===== config.mk =====
export PLATFORM = sky130hd
export DESIGN_NAME = fifo_burst_reader_flat
export DESIGN_NICKNAME = d
export VERILOG_FILES = /design/src/rtl/fifo_pkg.sv /design/src/rtl/fifo_burst_reader_if.sv /design/src/rtl/fifo_out_buf.sv /design/src/rtl/fifo_burst_reader.sv /design/src/flat_wrapper.sv
export SDC_FILE = /design/constraint.sdc
export NUM_CORES = 1
export LEC_CHECK = 0
export ABC_CLOCK_PERIOD_IN_PS = 4930
export CAP_MARGIN = 20
export CORE_MARGIN = 1
export CORE_UTILIZATION = 50
export DETAILED_ROUTE_END_ITERATION = 7
export HOLD_SLACK_MARGIN = 0.08
export PLACE_DENSITY = 0.88
export SLEW_MARGIN = 40
export SYNTH_ARGS = -nofsm -noshare
export SYNTH_HDL_FRONTEND = slang
export SYNTH_SLANG_ARGS = --single-unit

===== constraint.sdc =====
create_clock -name clk -period 4.93 [get_ports clk]
set_input_delay 1.2325 -clock clk [delete_from_list [all_inputs] [get_ports clk]]
set_output_delay 1.2325 -clock clk [all_outputs]
set_load 0.01 [all_outputs]

===== src/rtl/fifo_pkg.sv =====
// Shared FIFO-side definitions: FSM state encoding and width helpers.
// Latency: n/a (types and constant functions only).
// Backpressure: n/a.
package fifo_pkg;

  typedef enum logic [1:0] {
    ST_IDLE   = 2'd0,
    ST_RUN    = 2'd1,
    ST_FINISH = 2'd2
  } state_t;

  // Ceiling log2, usable in constant expressions (clog2(1) = 0).
  function automatic int clog2(input int n);
    int r;
    r = 0;
    for (int i = 0; i < 31; i++) begin
      if ((32'd1 << i) < n) r = i + 1;
    end
    return r;
  endfunction

  // Counter width for a modulo-n counter, never narrower than one bit.
  function automatic int cnt_width(input int n);
    return (n > 1) ? clog2(n) : 1;
  endfunction

endpackage


===== src/rtl/fifo_burst_reader_if.sv =====
// Output beat stream of the burst reader: valid/ready with data and last flag.
// Latency: n/a (wires only).
// Backpressure: beat transfers when m_valid & m_ready; master holds m_data while stalled.
// Ports: m_valid, m_data, m_last driven by master; m_ready driven by slave.
interface fifo_burst_reader_if #(
  parameter int WIDTH = 8
);
  logic             m_valid;
  logic             m_ready;
  logic [WIDTH-1:0] m_data;
  logic             m_last;

  modport master (output m_valid, output m_data, output m_last, input m_ready);
  modport slave  (input m_valid, input m_data, input m_last, output m_ready);
endinterface


===== src/rtl/fifo_out_buf.sv =====
// Two-entry in-order output buffer; entry 0 is always the head.
// Latency: a pushed word is visible at the head the cycle after the push.
// Backpressure: caller must not push when full without a simultaneous pop.
// Ports: clk/rst, push+push_dat (tail write), pop (head release), occ (0..2), head_dat.
module fifo_out_buf
  import fifo_pkg::*;
#(
  parameter int WIDTH = 8
) (
  input  logic             clk,
  input  logic             rst,
  input  logic             push,
  input  logic [WIDTH-1:0] push_dat,
  input  logic             pop,
  output logic [1:0]       occ,
  output logic [WIDTH-1:0] head_dat
);

  logic [WIDTH-1:0] e0_q, e0_d;
  logic [WIDTH-1:0] e1_q, e1_d;
  logic [1:0]       occ_q, occ_d;
  logic             pop_ok;

  // A pop on an empty buffer is ignored so occupancy can never underflow.
  assign pop_ok = pop & (occ_q != 2'd0);

  always_comb begin
    e0_d  = e0_q;
    e1_d  = e1_q;
    occ_d = occ_q;
    case ({push, pop_ok})
      2'b10: begin
        if (occ_q == 2'd0) e0_d = push_dat;
        else               e1_d = push_dat;
        occ_d = occ_q + 2'd1;
      end
      2'b01: begin
        e0_d  = e1_q;
        occ_d = occ_q - 2'd1;
      end
      2'b11: begin
        // Occupancy unchanged; the new word lands behind whatever remains.
        if (occ_q == 2'd1) begin
          e0_d = push_dat;
        end else begin
          e0_d = e1_q;
          e1_d = push_dat;
        end
      end
      default: ;
    endcase
  end

  always_ff @(posedge clk or negedge rst) begin
    if (!rst) begin
      e0_q  <= '0;
      e1_q  <= '0;
      occ_q <= 2'd0;
    end else begin
      e0_q  <= e0_d;
      e1_q  <= e1_d;
      occ_q <= occ_d;
    end
  end

  assign occ      = occ_q;
  assign head_dat = e0_q;

endmodule


===== src/rtl/fifo_burst_reader.sv =====
// Pops a one-cycle-latency FIFO and streams the words as bursts with m_last on every BURST_LEN-th beat.
// Latency: first m_valid 3 cycles after en is sampled; then 1 beat/cycle.
// Backpressure: at most 2 words buffered plus in flight; fifo_rd_en stops once that budget is used.
// Ports: clk/rst, en (run request), fifo_empty/fifo_data/fifo_rd_en (FIFO read port), m (beat stream), busy.
module fifo_burst_reader
  import fifo_pkg::*;
#(
  parameter int WIDTH     = 8,
  parameter int BURST_LEN = 4
) (
  input  logic                      clk,
  input  logic                      rst,
  input  logic                      en,
  input  logic                      fifo_empty,
  input  logic [WIDTH-1:0]          fifo_data,
  output logic                      fifo_rd_en,
  fifo_burst_reader_if.master       m,
  output logic                      busy
);

  localparam int CNT_W = cnt_width(BURST_LEN);
  localparam logic [CNT_W-1:0] LAST_BEAT = CNT_W'(BURST_LEN - 1);

  state_t           state_q, state_d;
  logic             busy_q, busy_d;
  logic [CNT_W-1:0] beat_cnt_q, beat_cnt_d;
  logic             inflight_q, inflight_d;

  logic [1:0]       occ;
  logic [1:0]       occ_nxt;
  logic [WIDTH-1:0] head_dat;
  logic             valid;
  logic             pop;
  logic [31:0]      held;
  logic [31:0]      remain;
  logic             room;
  logic             continuing;
  logic             finishing;
  logic             limit_ok;

  // The word read last cycle is on fifo_data now, so the in-flight flag is the push strobe.
  fifo_out_buf #(.WIDTH(WIDTH)) u_buf (
    .clk      (clk),
    .rst      (rst),
    .push     (inflight_q),
    .push_dat (fifo_data),
    .pop      (pop),
    .occ      (occ),
    .head_dat (head_dat)
  );

  assign valid     = (occ != 2'd0);
  assign pop       = valid & m.m_ready;
  assign m.m_valid = valid;
  assign m.m_data  = head_dat;
  assign m.m_last  = valid & (beat_cnt_q == LAST_BEAT);
  assign busy      = busy_q;

  always_comb begin
    held   = 32'(occ) + 32'(inflight_q);
    remain = 32'(BURST_LEN) - 32'(beat_cnt_q);
    // Count the word leaving this cycle as already gone so streaming stays at one beat per cycle.
    room   = (held - 32'(pop)) < 32'd2;

    continuing = (state_q == ST_RUN) & en;
    // When stopping, only fetch what the open burst still needs; a burst at
    // its boundary (count 0) needs nothing more.
    finishing  = (state_q == ST_FINISH) | ((state_q == ST_RUN) & ~en);
    limit_ok   = (beat_cnt_q != '0) & (held < remain);

    fifo_rd_en = room & (continuing | (finishing & limit_ok)) & ~fifo_empty;
  end

  always_comb begin
    inflight_d = fifo_rd_en;
    occ_nxt    = occ + {1'b0, inflight_q} - {1'b0, pop};

    beat_cnt_d = beat_cnt_q;
    if (pop) beat_cnt_d = (beat_cnt_q == LAST_BEAT) ? '0 : beat_cnt_q + 1'b1;

    state_d = state_q;
    case (state_q)
      ST_IDLE: begin
        if (en) state_d = ST_RUN;
      end
      ST_RUN: begin
        if (!en) begin
          if (beat_cnt_d != '0)                          state_d = ST_FINISH;
          else if ((occ_nxt == 2'd0) && !inflight_d)     state_d = ST_IDLE;
        end
      end
      ST_FINISH: begin
        if (pop && m.m_last) begin
          // Leftover buffered words (only possible if the stop came at a boundary
          // with words already fetched) are drained by RUN as a fresh burst.
          if (!en && (occ_nxt == 2'd0) && !inflight_d) state_d = ST_IDLE;
          else                                          state_d = ST_RUN;
        end
      end
      default: state_d = ST_IDLE;
    endcase

    // Registered from the current state, so busy trails the state by one cycle.
    busy_d = (state_q != ST_IDLE);
  end

  always_ff @(posedge clk or negedge rst) begin
    if (!rst) begin
      state_q    <= ST_IDLE;
      busy_q     <= 1'b0;
      beat_cnt_q <= '0;
      inflight_q <= 1'b0;
    end else begin
      state_q    <= state_d;
      busy_q     <= busy_d;
      beat_cnt_q <= beat_cnt_d;
      inflight_q <= inflight_d;
    end
  end

endmodule


===== src/flat_wrapper.sv =====
// flat-port wrapper written by rule: the top's interface ports become plain ports
module fifo_burst_reader_flat import fifo_pkg::*;
#(
  parameter int WIDTH     = 8,
  parameter int BURST_LEN = 4
)
  (clk, rst, en, fifo_empty, fifo_data, fifo_rd_en, busy, m_m_valid, m_m_data, m_m_last, m_m_ready);
  fifo_burst_reader_if #(.WIDTH(WIDTH)) m_i ();
  input  logic clk;
  input  logic rst;
  input  logic en;
  input  logic fifo_empty;
  input  logic [WIDTH-1:0] fifo_data;
  output logic fifo_rd_en;
  output logic busy;
  output wire logic [$bits(m_i.m_valid)-1:0] m_m_valid;
  output wire logic [$bits(m_i.m_data)-1:0] m_m_data;
  output wire logic [$bits(m_i.m_last)-1:0] m_m_last;
  input wire logic [$bits(m_i.m_ready)-1:0] m_m_ready;
  assign m_m_valid = m_i.m_valid;
  assign m_m_data = m_i.m_data;
  assign m_m_last = m_i.m_last;
  assign m_i.m_ready = m_m_ready;
  fifo_burst_reader #(.WIDTH(WIDTH), .BURST_LEN(BURST_LEN)) u_core (.clk(clk), .rst(rst), .en(en), .fifo_empty(fifo_empty), .fifo_data(fifo_data), .fifo_rd_en(fifo_rd_en), .m(m_i), .busy(busy));
endmodule

==> results.sh <==
export IMPL_outcome="finished clean"
export IMPL_cp_start_kind="primary input"
export IMPL_numClockSinks=24
export IMPL_critPathKind="in2out"
export IMPL_ys_seq_area_frac=0.431
export IMPL_n_antenna_cell=0
export IMPL_synth_top_family_by_area="adder cells"
export IMPL_num_rows=18
export IMPL_async_flop_share=1.00
export IMPL_synth_mux_area_frac=0.0646
export IMPL_p_leak_nw=0.796
export IMPL_p_sw_uw=439
export IMPL_nNetsFinal=193
export IMPL_cts_resized=0
export IMPL_synth_edf_count=0
export IMPL_critPathMaxFanout=2
export IMPL_dieWidth_um=54.8
export IMPL_grtUsageTotal=0.219
export IMPL_setup_viol_count_final=0
export IMPL_coreArea_mm2=0.00254
export IMPL_rrSetupSlack_ns=2.19
export IMPL_cts_max_path_buffers=2
export IMPL_dr_first_iter_drc_count=21
export IMPL_synthFlopType="dfrtp_1"
export IMPL_max_cap_violations=0
export IMPL_crit_cells=10
export IMPL_p_int_uw=687
export IMPL_crit_arrival_ns=3.50
export IMPL_cts_buffers=3
export IMPL_setup_slack_ns=0.194
export IMPL_wire_per_inst_um=14.2
export IMPL_grt_max_degree=25
export IMPL_synth_compound_area_frac=0.154
export IMPL_p_sw_frac=0.390
export IMPL_synthesis_area_mm2=0.00139
export IMPL_dp_final_hpwl_um=2160
export IMPL_synth_top_area_share=0.431
export IMPL_path_cells="clkdlybuf4s50_1 > nand2_1 > nor2_1 > ha_1 > ha_1 > or3b_1 > nor4_1 > o21ai_1 > inv_1 > clkdlybuf4s50_1"
export IMPL_power_density_mw_per_mm2=655
export IMPL_avgSynthCellArea_um2=10.4
export IMPL_finalSetupTns_ns=0
export IMPL_worst_clock_skew_ns=0.00353
export IMPL_synth_distinct_cells=32
export IMPL_finalPower_mw=1.13
export IMPL_synthTopCellsByArea="dfrtp_1 43%, ha_1 15%, mux2_2 6.5%, inv_1 4.8%, o21ai_0 4.3%"
export IMPL_hold_depth=2
export IMPL_gr_total_overflow=0
export IMPL_max_freq_ghz=0.211
export IMPL_hold_class="reg2reg"
export IMPL_die_y_um=54.8
export IMPL_synthCells=134
export IMPL_synth_xor_area_frac=0.0314
export IMPL_antenna_found_initial=0
export IMPL_yosysWarnings=0
export IMPL_synthAdderAreaFrac=0.167
export IMPL_dieArea_mm2=0.00300
export IMPL_slew_violations=0
export IMPL_yosysMostFrequentCell="dfrtp_1"
export IMPL_first_pass_iters=4
export IMPL_synth_commonest_cells="24 x dfrtp_1, 18 x inv_1, 17 x ha_1"
export IMPL_clock_latency_ns=0.31
export IMPL_drc=0
export IMPL_power_frac_clock=0.126
export IMPL_cts_setup_buffers=0
export IMPL_layout_cells_non_filler=191
export IMPL_worst_slew_pin_slew_ns=0.580
export IMPL_htreeDepth=1
export IMPL_place_congestion=0.939
export IMPL_port_buffers=24
export IMPL_finalCritPeriodShare=0.961
export IMPL_routed_wl_um=2710
export IMPL_ir_worst_vdd_mv=0.356
export IMPL_maxSlewHeadroom=0.613
export IMPL_dp_cells=187
export IMPL_cts_root_buf="clkbuf_4"
export IMPL_post_synth_top_area_cell="dfrtp_1"
export IMPL_final_layout_size_suffix_gt1_frac=0.118
export IMPL_p_seq_frac=0.319
export IMPL_grt_pass1_vias=1034
export IMPL_cts_tree="done"
export IMPL_finalHoldViolCount=0
export IMPL_area_growth_pct=23.2
export IMPL_vias_per_cell=5.50
export IMPL_start_util=0.548
export IMPL_combPwrFrac=0.556
export IMPL_grt_pass1_wl_um=4470
export IMPL_dpl_worst_slack_ns=0.162
export IMPL_path_clk_slew_ns=0.13
export IMPL_rr_worst_depth=12
export IMPL_cts_hold_buffers=0
export IMPL_pin_count=25
export IMPL_synth_simple_area_share=0.0978
export IMPL_critPathMaxStageDelay_ns=0.53
export IMPL_layout_min_cycle_time_ns=4.74
export IMPL_rsz0062_at_grt="false"
export IMPL_cp_top_family="buffers and inverters"
export IMPL_critical_path_slowest_cell="clkdlybuf4s50_1"
export IMPL_antenna_left=0
export IMPL_syn_nets=165
export IMPL_end_kind="primary output"
export IMPL_worst_path_buf_inv=3
export IMPL_num_vias=1051
export IMPL_ys_ff_latch=24
export IMPL_crit_required_ns=3.70
tightest hold or removal path, stage by stage (launching register included):
cell and delay (ns):
dfrtp_1 0.37, nand2_1 0.05, o21ai_0 0.06
cells by family (layout without fill, tap and decap cells):
family | after synthesis | count (layout)
compound gates | 31 | 31
xor+xnor | 5 | 5
fa+ha+maj | 18 | 18
buf+inv | 20 | 47
flops | 24 | 24
mux | 8 | 8
simple gates | 28 | 28
worst paths after layout:
| kind | start | endpoint |
|---|---|---|
| setup / recovery | m_m_ready | fifo_rd_en |
| hold / removal | u_core.u_buf.head_dat[7]$_DFFE_PN0P_ | u_core.u_buf.head_dat[7]$_DFFE_PN0P_ |
| setup reg to reg | u_core.u_buf.occ[1]$_DFFE_PN0P_ | u_core.state_q[0]$_DFFE_PN0P_ |
| hold reg to reg | u_core.u_buf.head_dat[7]$_DFFE_PN0P_ | u_core.u_buf.head_dat[7]$_DFFE_PN0P_ |
| max in group asynchronous | rst | u_core.u_buf.e1_q[4]$_DFFE_PN0P_ |
| min in group asynchronous | rst | u_core.u_buf.head_dat[4]$_DFFE_PN0P_ |
through the flow:
stage                      util  instance area [µm²]  hold WS (ns)
after floorplan               -                 1390         0.480
after global placement    0.656                 1670         0.461
after detailed placement  0.654                 1670         0.481
after CTS                 0.675                 1720         0.512
after global routing      0.675                 1720         0.540
final                     0.675                 1720         0.506
cells in the final DEF, fill, tap and decap left out, types with 3 or more instances in the layout:
cell,n
xnor2_1,5
clkdlybuf4s50_1,23
nor2_1,3
mux2_2,8
a22oi_1,8
dfrtp_1,24
inv_1,18
nand2_1,14
ha_1,17
clkbuf_4,3
nor2b_1,3
o21ai_0,12
layer usage:
layer / share of wire / up-vias / GRT usage
met5: 0 / - / 0
met4: 0.011 / 0 / 0.0812
li1: - / 511 / -
met3: 0.055 / 4 / 0.0417
met1: 0.42 / 502 / 0.243
met2: 0.52 / 34 / 0.404
power by group through the flow:
stage / clock network, mW / registers [mW] / logic, mW
after global routing: 0.155 / 0.371 / 0.709
after global placement: 0 / 0.354 / 0.593
after floorplan: 0 / 0.363 / 0.418
after detailed placement: 0 / 0.364 / 0.626
final: 0.141 / 0.359 / 0.626
after CTS: 0.144 / 0.360 / 0.631
area by class of cell:
| class | instances | area [µm²] |
|---|---|---|
| Multi-Input combinational cell | 90 | 717 |
| Fill cell | 212 | 827 |
| Timing Repair Buffer | 25 | 243 |
| Tap cell | 30 | 37.5 |
| Sequential cell | 24 | 601 |
| Clock buffer | 3 | 22.5 |
| Clock inverter | 1 | 30.0 |
| Inverter | 18 | 67.6 |
flip-flops by register name (all words and copies together) (netlist names):
| name | flops |
|---|---|
| u_core.beat_cnt_q | 2 |
| u_core.busy | 1 |
| u_core.inflight_q | 1 |
| u_core.state_q | 2 |
| u_core.u_buf.e1_q | 8 |
| u_core.u_buf.head_dat | 8 |
| u_core.u_buf.occ | 2 |
No activity file was read; power rests on OpenSTA's default activity.
